`config.mk`:
```
export PLATFORM = sky130hd
export DESIGN_NAME = alarm_ctrl
export DESIGN_NICKNAME = d
export VERILOG_FILES = /design/src/rtl/alarm_ctrl.sv
export SDC_FILE = /design/constraint.sdc
export NUM_CORES = 1
export LEC_CHECK = 0
export CAP_MARGIN = 20
export CORE_MARGIN = 2
export CORE_UTILIZATION = 30
export CTS_CLUSTER_SIZE = 8
export DETAILED_ROUTE_END_ITERATION = 10
export GPL_TIMING_DRIVEN = 0
export PLACE_DENSITY_LB_ADDON = 0.15
export RECOVER_POWER = 100
export SYNTH_ARGS = -nofsm -noshare
export SYNTH_HDL_FRONTEND = slang
export SYNTH_SLANG_ARGS = --single-unit
```
`constraint.sdc`:
```
create_clock -name clk -period 4.25 [get_ports clk]
set_clock_uncertainty 0.2 [all_clocks]
set_input_delay 0.85 -clock clk [delete_from_list [all_inputs] [get_ports clk]]
set_output_delay 0.85 -clock clk [all_outputs]
set_load 0.01 [all_outputs]
```
`src/rtl/alarm_ctrl.sv`:
```
// alarm_ctrl: compares BCD watch time against a user-set alarm time and runs a small
// IDLE / RINGING / SNOOZE state machine driving the buzzer and status LEDs.
// Optional feature macro: ALARM_SNOOZE_EN enables the snooze button, SNOOZE state and
// snooze counters. Without it, RINGING exits only on stop, alarm disable or timeout.
module alarm_ctrl #(
  parameter int unsigned RING_CYCLES   = 60,
  parameter int unsigned SNOOZE_CYCLES = 300,
  parameter int unsigned MAX_SNOOZE    = 3
) (
  input  logic       clk,
  input  logic       rstn,
  input  logic [3:0] i_hourdec_now,
  input  logic [3:0] i_hourone_now,
  input  logic [3:0] i_mindec_now,
  input  logic [3:0] i_minone_now,
  input  logic [3:0] i_hourdec_alm,
  input  logic [3:0] i_hourone_alm,
  input  logic [3:0] i_mindec_alm,
  input  logic [3:0] i_minone_alm,
  input  logic       i_alarm_en,
  input  logic       i_stop_btn,
  input  logic       i_snooze_btn,
  output logic       o_ring,
  output logic       o_snoozing,
  output logic [1:0] o_state,
  output logic [1:0] o_snooze_cnt
);

  typedef enum logic [1:0] {
    StIdle    = 2'b00,
    StRinging = 2'b01,
    StSnooze  = 2'b10,
    StUnused  = 2'b11
  } state_e;

  localparam int unsigned RW = $clog2(RING_CYCLES + 1);
  localparam logic [RW-1:0] RING_LAST = RW'(RING_CYCLES - 1);
  localparam logic [RW-1:0] RING_ONE  = RW'(1);

  state_e        r_state;
  state_e        w_state_nxt;
  logic [RW-1:0] r_ring_cnt;
  logic [RW-1:0] w_ring_cnt_nxt;
  logic          r_match_q;
  logic          r_stop_q;
  logic          w_match;
  logic          w_match_rise;
  logic          w_stop_ev;

  // Raw digit compare; invalid BCD alarm digits simply never match valid time.
  assign w_match = (i_hourdec_now == i_hourdec_alm) && (i_hourone_now == i_hourone_alm) &&
                   (i_mindec_now  == i_mindec_alm)  && (i_minone_now  == i_minone_alm);
  assign w_match_rise = w_match & ~r_match_q;
  assign w_stop_ev    = i_stop_btn & ~r_stop_q;

`ifdef ALARM_SNOOZE_EN
  localparam int unsigned SW = $clog2(SNOOZE_CYCLES + 1);
  localparam logic [SW-1:0] SN_LAST = SW'(SNOOZE_CYCLES - 1);
  localparam logic [SW-1:0] SN_ONE  = SW'(1);

  logic          r_snz_q;
  logic          w_snz_ev;
  logic [SW-1:0] r_sn_cnt;
  logic [SW-1:0] w_sn_cnt_nxt;
  logic [1:0]    r_snooze_cnt;
  logic [1:0]    w_snooze_cnt_nxt;

  assign w_snz_ev = i_snooze_btn & ~r_snz_q;

  // Snooze button history and snooze counters.
  always_ff @(posedge clk or negedge rstn) begin
    if (!rstn) begin
      r_snz_q      <= 1'b0;
      r_sn_cnt     <= '0;
      r_snooze_cnt <= 2'd0;
    end else begin
      r_snz_q      <= i_snooze_btn;
      r_sn_cnt     <= w_sn_cnt_nxt;
      r_snooze_cnt <= w_snooze_cnt_nxt;
    end
  end
`else
  // Snooze hardware is absent; keep its inputs and parameters visibly consumed.
  logic w_unused_snooze;
  assign w_unused_snooze = i_snooze_btn ^ (SNOOZE_CYCLES == 0) ^ (MAX_SNOOZE == 0);
`endif

  // State register, ring counter, match history (reset to 1 to mask a match at release)
  // and stop button history.
  always_ff @(posedge clk or negedge rstn) begin
    if (!rstn) begin
      r_state    <= StIdle;
      r_ring_cnt <= '0;
      r_match_q  <= 1'b1;
      r_stop_q   <= 1'b0;
    end else begin
      r_state    <= w_state_nxt;
      r_ring_cnt <= w_ring_cnt_nxt;
      r_match_q  <= w_match;
      r_stop_q   <= i_stop_btn;
    end
  end

  // Next-state and counter updates, priorities highest first within each state.
  always_comb begin
    w_state_nxt    = r_state;
    w_ring_cnt_nxt = r_ring_cnt;
`ifdef ALARM_SNOOZE_EN
    w_sn_cnt_nxt     = r_sn_cnt;
    w_snooze_cnt_nxt = r_snooze_cnt;
`endif
    unique case (r_state)
      StIdle: begin
        if (i_alarm_en && w_match_rise) begin
          w_state_nxt    = StRinging;
          w_ring_cnt_nxt = '0;
`ifdef ALARM_SNOOZE_EN
          w_snooze_cnt_nxt = 2'd0;
`endif
        end
      end
      StRinging: begin
        if (!i_alarm_en) begin
          w_state_nxt = StIdle;
        end else if (w_stop_ev) begin
          w_state_nxt = StIdle;
`ifdef ALARM_SNOOZE_EN
        end else if (w_snz_ev && ({30'd0, r_snooze_cnt} < MAX_SNOOZE)) begin
          w_state_nxt      = StSnooze;
          w_sn_cnt_nxt     = '0;
          w_snooze_cnt_nxt = (r_snooze_cnt == 2'd3) ? 2'd3 : r_snooze_cnt + 2'd1;
`endif
        end else if (r_ring_cnt == RING_LAST) begin
          w_state_nxt = StIdle;
        end else begin
          w_ring_cnt_nxt = r_ring_cnt + RING_ONE;
        end
      end
      StSnooze: begin
`ifdef ALARM_SNOOZE_EN
        if (!i_alarm_en || w_stop_ev) begin
          w_state_nxt = StIdle;
        end else if (r_sn_cnt == SN_LAST) begin
          w_state_nxt    = StRinging;
          w_ring_cnt_nxt = '0;
        end else begin
          w_sn_cnt_nxt = r_sn_cnt + SN_ONE;
        end
`else
        w_state_nxt = StIdle;
`endif
      end
      default: w_state_nxt = StIdle;
    endcase
  end

  // Outputs decode from registered state only.
  always_comb begin
    o_state = r_state;
    o_ring  = (r_state == StRinging);
`ifdef ALARM_SNOOZE_EN
    o_snoozing   = (r_state == StSnooze);
    o_snooze_cnt = r_snooze_cnt;
`else
    o_snoozing   = 1'b0;
    o_snooze_cnt = 2'd0;
`endif
  end

endmodule

```
==> impl_metrics.ini, run 1 <==
[status]
outcome = finished, final reports clean

[yosys]
ys_async_sr_fraction = 1.000
ys_ff_latch = 9
synth-seq-area-share = 0.3339
synth-edff-count = 0
ys_types = 29
yosysTopAreaCell = dfrtp_1
ys_warn_count = 0
synth_cells = 66
synth-main-ff-cell = dfrtp_1
syn_avg_cell_area_um2 = 10.28
synthDominantCellAreaShare = 0.2952
synthTopCellsByArea = dfrtp_1 (30%), xnor2_1 (23%), buf_4 (5.5%), dfstp_2 (3.9%), nand4_1 (3.7%)
synth_area_um2 = 678.2

[timing]
tightest_slew_ns = 1.275
min_period_ns = 3.099
max_freq_mhz = 322.7
maxSlewViolCount = 0
hold_viol = 0
final-setup-viol-count = 0
fin_crit_sh = 0.7292
maxSlewHeadroom = 0.1420
rsz0062_at_grt = false
timing.setup.tns_ns = 0
fin_ws_ns = 1.151

[job]
drv_cap = 0

[setup_path]
crit_fanout = 8
critPathLaunchType = input port
worst_setup_path_end_kind = register
r2r-end = r_ring_cnt[3]$_DFFE_PN0P_
crit_path_start = i_hourdec_alm[0]
worst-setup-path-type = input port to register
cp.required_ns = 4.11
reg2reg_slack_ns = 2.27
arrival_ns = 2.96
r2r-start = r_ring_cnt[0]$_DFFE_PN0P_
rr_worst_depth = 5

[die]
initial_utilization = 0.3126
core_region_area_um2 = 2170
io_pins = 43
fp.dieH_um = 51.55
rows = 17
fp.dieArea_um2 = 2657
die_w_um = 51.55

[power]
finalPower_mw = 0.2071
leakage_nw = 0.4351
powerDensity_nw_per_um2 = 187.2
seqPwrFrac = 0.417
vdd_drop_max_mv = 0.1015
clkPwrFrac = 0.304
power_switching_mw = 0.04375
switching_share = 0.2113
comb_power_share = 0.279
internal-power_mw = 0.1633

[global_routing]
track_usage = 0.1275
antenna_found_initial = 0
grt_pass1_vias = 621
grt_overflow = 0
grt_max_degree = 10
grt_pass1_wl_um = 2497

[finish]
finish.utilization = 0.5098
drive_gt1_frac = 0.1182
fin_area_um2 = 1106
num_antenna_cells = 0
area_growth_pct = 63.10
num-nets-final = 149

[min_path]
worstHoldPathCells = 1
hp-class = register to register
min_from = r_ring_cnt[0]$_DFFE_PN0P_
holdPathEnd = r_ring_cnt[0]$_DFFE_PN0P_

[route]
drt_first_pass_iters = 4
vias = 627
drt_wl_total_um = 1499
viasPerCell = 4.543
wl_per_cell_um = 10.86
drtIter0Drc = 5
final_antenna_net_count = 0
drc = 0

[clocking]
cts_sinks = 9
postCtsSetupBuffers = 0
clk_path_buf_depth = 2
htree_levels = 1
root_buffer = clkbuf_4
path_clk_slew_ns = 0.06
cts_made_buffers = 3
clkLatencyLatePin_ns = 0.25
hold_buffers = 0
cts_tree = yes
post_cts_resized = 0

[placed_design]
placed_area_um2 = 1095
gp_congestion = 0.6917
portBuffers = 37
place_ws_ns = 1.559
## stage by stage
| step | hold slack, ns | cells |
|---|---|---|
| 3_5_place_dp | 0.3222 | 134 |
| 4_1_cts | 0.3393 | 138 |
| 5_1_grt | 0.3699 | 138 |
| 3_3_place_gp | 0.3161 | 134 |
| 2_1_floorplan | 0.2941 | 69 |
| 6_report | 0.3358 | 138 |
## power groups by stage
stage / Clock [mW] / Combinational, mW / Sequential, mW
finish: 0.0630 / 0.0577 / 0.0864
global route: 0.0714 / 0.0627 / 0.0863
CTS: 0.0664 / 0.0603 / 0.0863
detailed placement: 0 / 0.0602 / 0.0879
global placement: 0 / 0.0595 / 0.0879
floorplan: 0 / 0.0219 / 0.0879
## routing by layer
layer | vias to the layer above | global-route usage | wire, um
li1 | 313 | - | -
met1 | 287 | 0.1338 | 578
met2 | 25 | 0.2415 | 826
met3 | 2 | 0.02011 | 77
met4 | 0 | 0.06579 | 16
met5 | - | 0 | 0
## cell usage after synthesis (all sizes together), types with 2 or more instances
cell / number
a21boi: 2
nand2: 2
xnor2: 18
buf: 5
dfrtp: 8
a21oi: 2
nand4: 4
nand3: 3
inv: 2
## state kept, by name (all words and copies together), names as in the netlist
register    flops
o_state         1
r_ring_cnt      6
r_stop_q        1
r_match_q       1
## critical path: stages
cell and delay [ns]:
dlygate4sd3_1 0.55, xnor2_1 0.15, nand4_1 0.11, nor4_1 1.08, a21boi_0 0.22
## layout by cell type (no fill, tap or decap)
cell,count
a22oi_1,1
clkbuf_1,1
and4b_4,1
o221ai_1,1
nor4_1,1
a21o_2,1
and2b_2,1
dfstp_2,1
a211oi_4,1
a2bb2oi_1,1
or3_1,1
a21boi_0,2
nor2_1,1
nand4_1,4
conb_1,4
dfrtp_1,8
nand3b_1,1
a31oi_1,1
nor3_1,1
buf_4,5
clkbuf_4,3
xnor2_1,18
o31ai_1,1
mux2i_1,1
and3b_1,1
nor3b_1,1
dlygate4sd3_1,5
inv_1,2
clkdlybuf4s50_1,32
nand3_1,3
nand2_1,2
ha_1,1
a21oi_1,2
## cells by family after synthesis
family                     count (synthesis)  share of synthesized area
muxes                                      1                    0.01476
AOI/OAI and AO/OA                         11                     0.1365
and+or+nand+nor                           18                     0.1919
buffers and inverters                      7                    0.06643
other                                      1                   0.005530
xor gates and xnor gates                  18                     0.2325
adders and majority gates                  1                    0.01845
DFF                                        9                     0.3340
## layout make-up
type,count,area [um^2]
tap,28,35.03
buffer,5,37.54
inverter,2,7.507
clock buffer,4,26.28
timing repair buffer,37,370.4
sequential,9,226.5
multi-input combinational,53,402.9
fill,222,1064
## worst max-delay path by stage
stage / end / slack [ns] / cells after the start
4_1_cts: r_ring_cnt[3]$_DFFE_PN0P_ / 1.83 / 5
6_report: r_ring_cnt[3]$_DFFE_PN0P_ / 1.15 / 5
2_1_floorplan: r_ring_cnt[2]$_DFFE_PN0P_ / 2.21 / 4
5_1_grt: r_ring_cnt[3]$_DFFE_PN0P_ / 0.92 / 5
3_5_place_dp: r_ring_cnt[3]$_DFFE_PN0P_ / 1.56 / 5
3_3_place_gp: r_ring_cnt[2]$_DFFE_PN0P_ / 1.59 / 5
Power figures use the tool's default switching activity.
==> inputs of run 2 (changes only) <==
Clock period 4.25 ns to 3.1 ns, I/O delays scaled along.
==> run 2 against run 1 <==
Against the previous run:
- hold slack lost 0.00095 ns
- non-clock buffer count is the same
- sequential cell count is the same
- clock power grew 37%
- clock-buffer cell count is the same
- critical path depth is the same
- sequential power grew 37%
- power grew 38%
- combinational power grew 40%
- largest cell class is now multi-input combinational cells
==> impl_metrics.ini, run 2 (synthesis gave the netlist of run 1 again) <==
[min_path]
hp-class = register to register
worstHoldPathCells = 1
min_from = r_ring_cnt[0]$_DFFE_PN0P_
holdPathEnd = r_ring_cnt[0]$_DFFE_PN0P_

[power]
seqPwrFrac = 0.415
clkPwrFrac = 0.303
leakage_nw = 0.4482
switching_share = 0.2148
powerDensity_nw_per_um2 = 254.5
power_switching_mw = 0.06130
internal-power_mw = 0.2241
comb_power_share = 0.282
vdd_drop_max_mv = 0.1391

[route]
drt_wl_total_um = 1478
drc = 0
drtIter0Drc = 5
drt_first_pass_iters = 4
wl_per_cell_um = 10.71
viasPerCell = 4.529
vias = 625
final_antenna_net_count = 0

[die]
die_w_um = 51.55
fp.dieArea_um2 = 2657
core_region_area_um2 = 2170
fp.dieH_um = 51.55
rows = 17
io_pins = 43
initial_utilization = 0.3126

[global_routing]
grt_max_degree = 10
track_usage = 0.1275
grt_pass1_wl_um = 2497
antenna_found_initial = 0
grt_overflow = 0
grt_pass1_vias = 621

[timing]
max_freq_mhz = 440.7
fin_ws_ns = 0.8309
maxSlewHeadroom = 0.4416
min_period_ns = 2.269
rsz0062_at_grt = false
tightest_slew_ns = 0.8359
final-setup-viol-count = 0
timing.setup.tns_ns = 0
hold_viol = 0
maxSlewViolCount = 0
fin_crit_sh = 0.7320

[finish]
layout_commonest_cell = clkdlybuf4s50_1
fillers = 221
largest_reg_flops = 6
drive_gt1_frac = 0.1273
final_cells = 138
num-nets-final = 149
num_antenna_cells = 0
top_register = r_ring_cnt
fin_area_um2 = 1121
layout_common_cells = clkdlybuf4s50_1 (32), xnor2_1 (18), dfrtp_1 (8)
finish.utilization = 0.5167
area_growth_pct = 65.31

[clocking]
postCtsSetupBuffers = 0
cts_made_buffers = 3
root_buffer = clkbuf_4
path_clk_slew_ns = 0.06
clkLatencyLatePin_ns = 0.25
htree_levels = 1
hold_buffers = 0
clk_path_buf_depth = 2
post_cts_resized = 0
cts_tree = yes
cts_sinks = 9

[setup_path]
r2r-end = r_ring_cnt[5]$_DFFE_PN0P_
reg2reg_slack_ns = 1.14
r2r-start = r_ring_cnt[0]$_DFFE_PN0P_
crit_fanout = 8
worst_setup_path_end_kind = register
arrival_ns = 2.16
critPathLaunchType = input port
worst-setup-path-type = input port to register
cp.required_ns = 2.99
rr_worst_depth = 5

[placed_design]
placed_area_um2 = 1095
portBuffers = 37
gp_congestion = 0.6917
place_inst = 134
place_ws_ns = 0.6385

[status]
outcome = finished, final reports clean

[job]
drv_cap = 0
[run 2: cell counts in the layout (fill, tap and decap cells not counted)]
Identical to the previous run, type by type.
[run 2: power groups by stage]
stage | sequential [mW] | clock (mW) | combinational [mW]
after floorplan | 0.120 | 0 | 0.0300
after global routing | 0.118 | 0.0979 | 0.0876
after CTS | 0.118 | 0.0910 | 0.0827
final | 0.118 | 0.0864 | 0.0805
after global placement | 0.120 | 0 | 0.0815
after detailed placement | 0.120 | 0 | 0.0825
[run 2: how the worst max path moves through the flow]
| stage | startpoint | end | slack, ns |
|---|---|---|---|
| floorplan | i_minone_alm[2] | r_ring_cnt[2]$_DFFE_PN0P_ | 1.29 |
| global placement | i_hourdec_alm[3] | r_ring_cnt[2]$_DFFE_PN0P_ | 0.67 |
| detailed placement | i_hourdec_now[3] | r_ring_cnt[3]$_DFFE_PN0P_ | 0.64 |
| CTS | i_hourdec_now[3] | r_ring_cnt[3]$_DFFE_PN0P_ | 0.91 |
| global route | i_hourdec_alm[0] | r_ring_cnt[3]$_DFFE_PN0P_ | 0.69 |
| finish | i_hourdec_alm[0] | r_ring_cnt[3]$_DFFE_PN0P_ | 0.83 |
[run 2: per-layer routing]
metal  wire length, um  global-route usage  vias up  share of wire
li1                  -                   -      313              -
met1               548              0.1338      285           0.37
met2               836              0.2415       25           0.57
met3                77             0.02011        2          0.052
met4                16             0.06579        0          0.011
met5                 0                   0        -              0
[run 2: cell type report]
class / count / area (um^2) / share of cell area
Buffer: 5 / 37.54 / 0.03348
Clock buffer: 4 / 26.28 / 0.02344
Inverter: 2 / 7.507 / 0.006696
Multi-Input combinational cell: 53 / 417.9 / 0.3728
Sequential cell: 9 / 226.5 / 0.2020
Tap cell: 28 / 35.03 / 0.03125
Timing Repair Buffer: 37 / 370.4 / 0.3304
[run 2: worst max-delay path: stages]
cell and delay [ns]:
dlygate4sd3_1 0.55, xnor2_1 0.15, nand4_1 0.16, nor4_4 0.52, a21boi_0 0.17
[run 2: per-stage QoR]
| step | hold WS [ns] | power (mW) |
|---|---|---|
| global route | 0.3699 | 0.3038 |
| floorplan | 0.1244 | 0.1504 |
| CTS | 0.3393 | 0.2921 |
| global placement | 0.3161 | 0.2020 |
| detailed placement | 0.3222 | 0.2029 |
| finish | 0.3349 | 0.2854 |
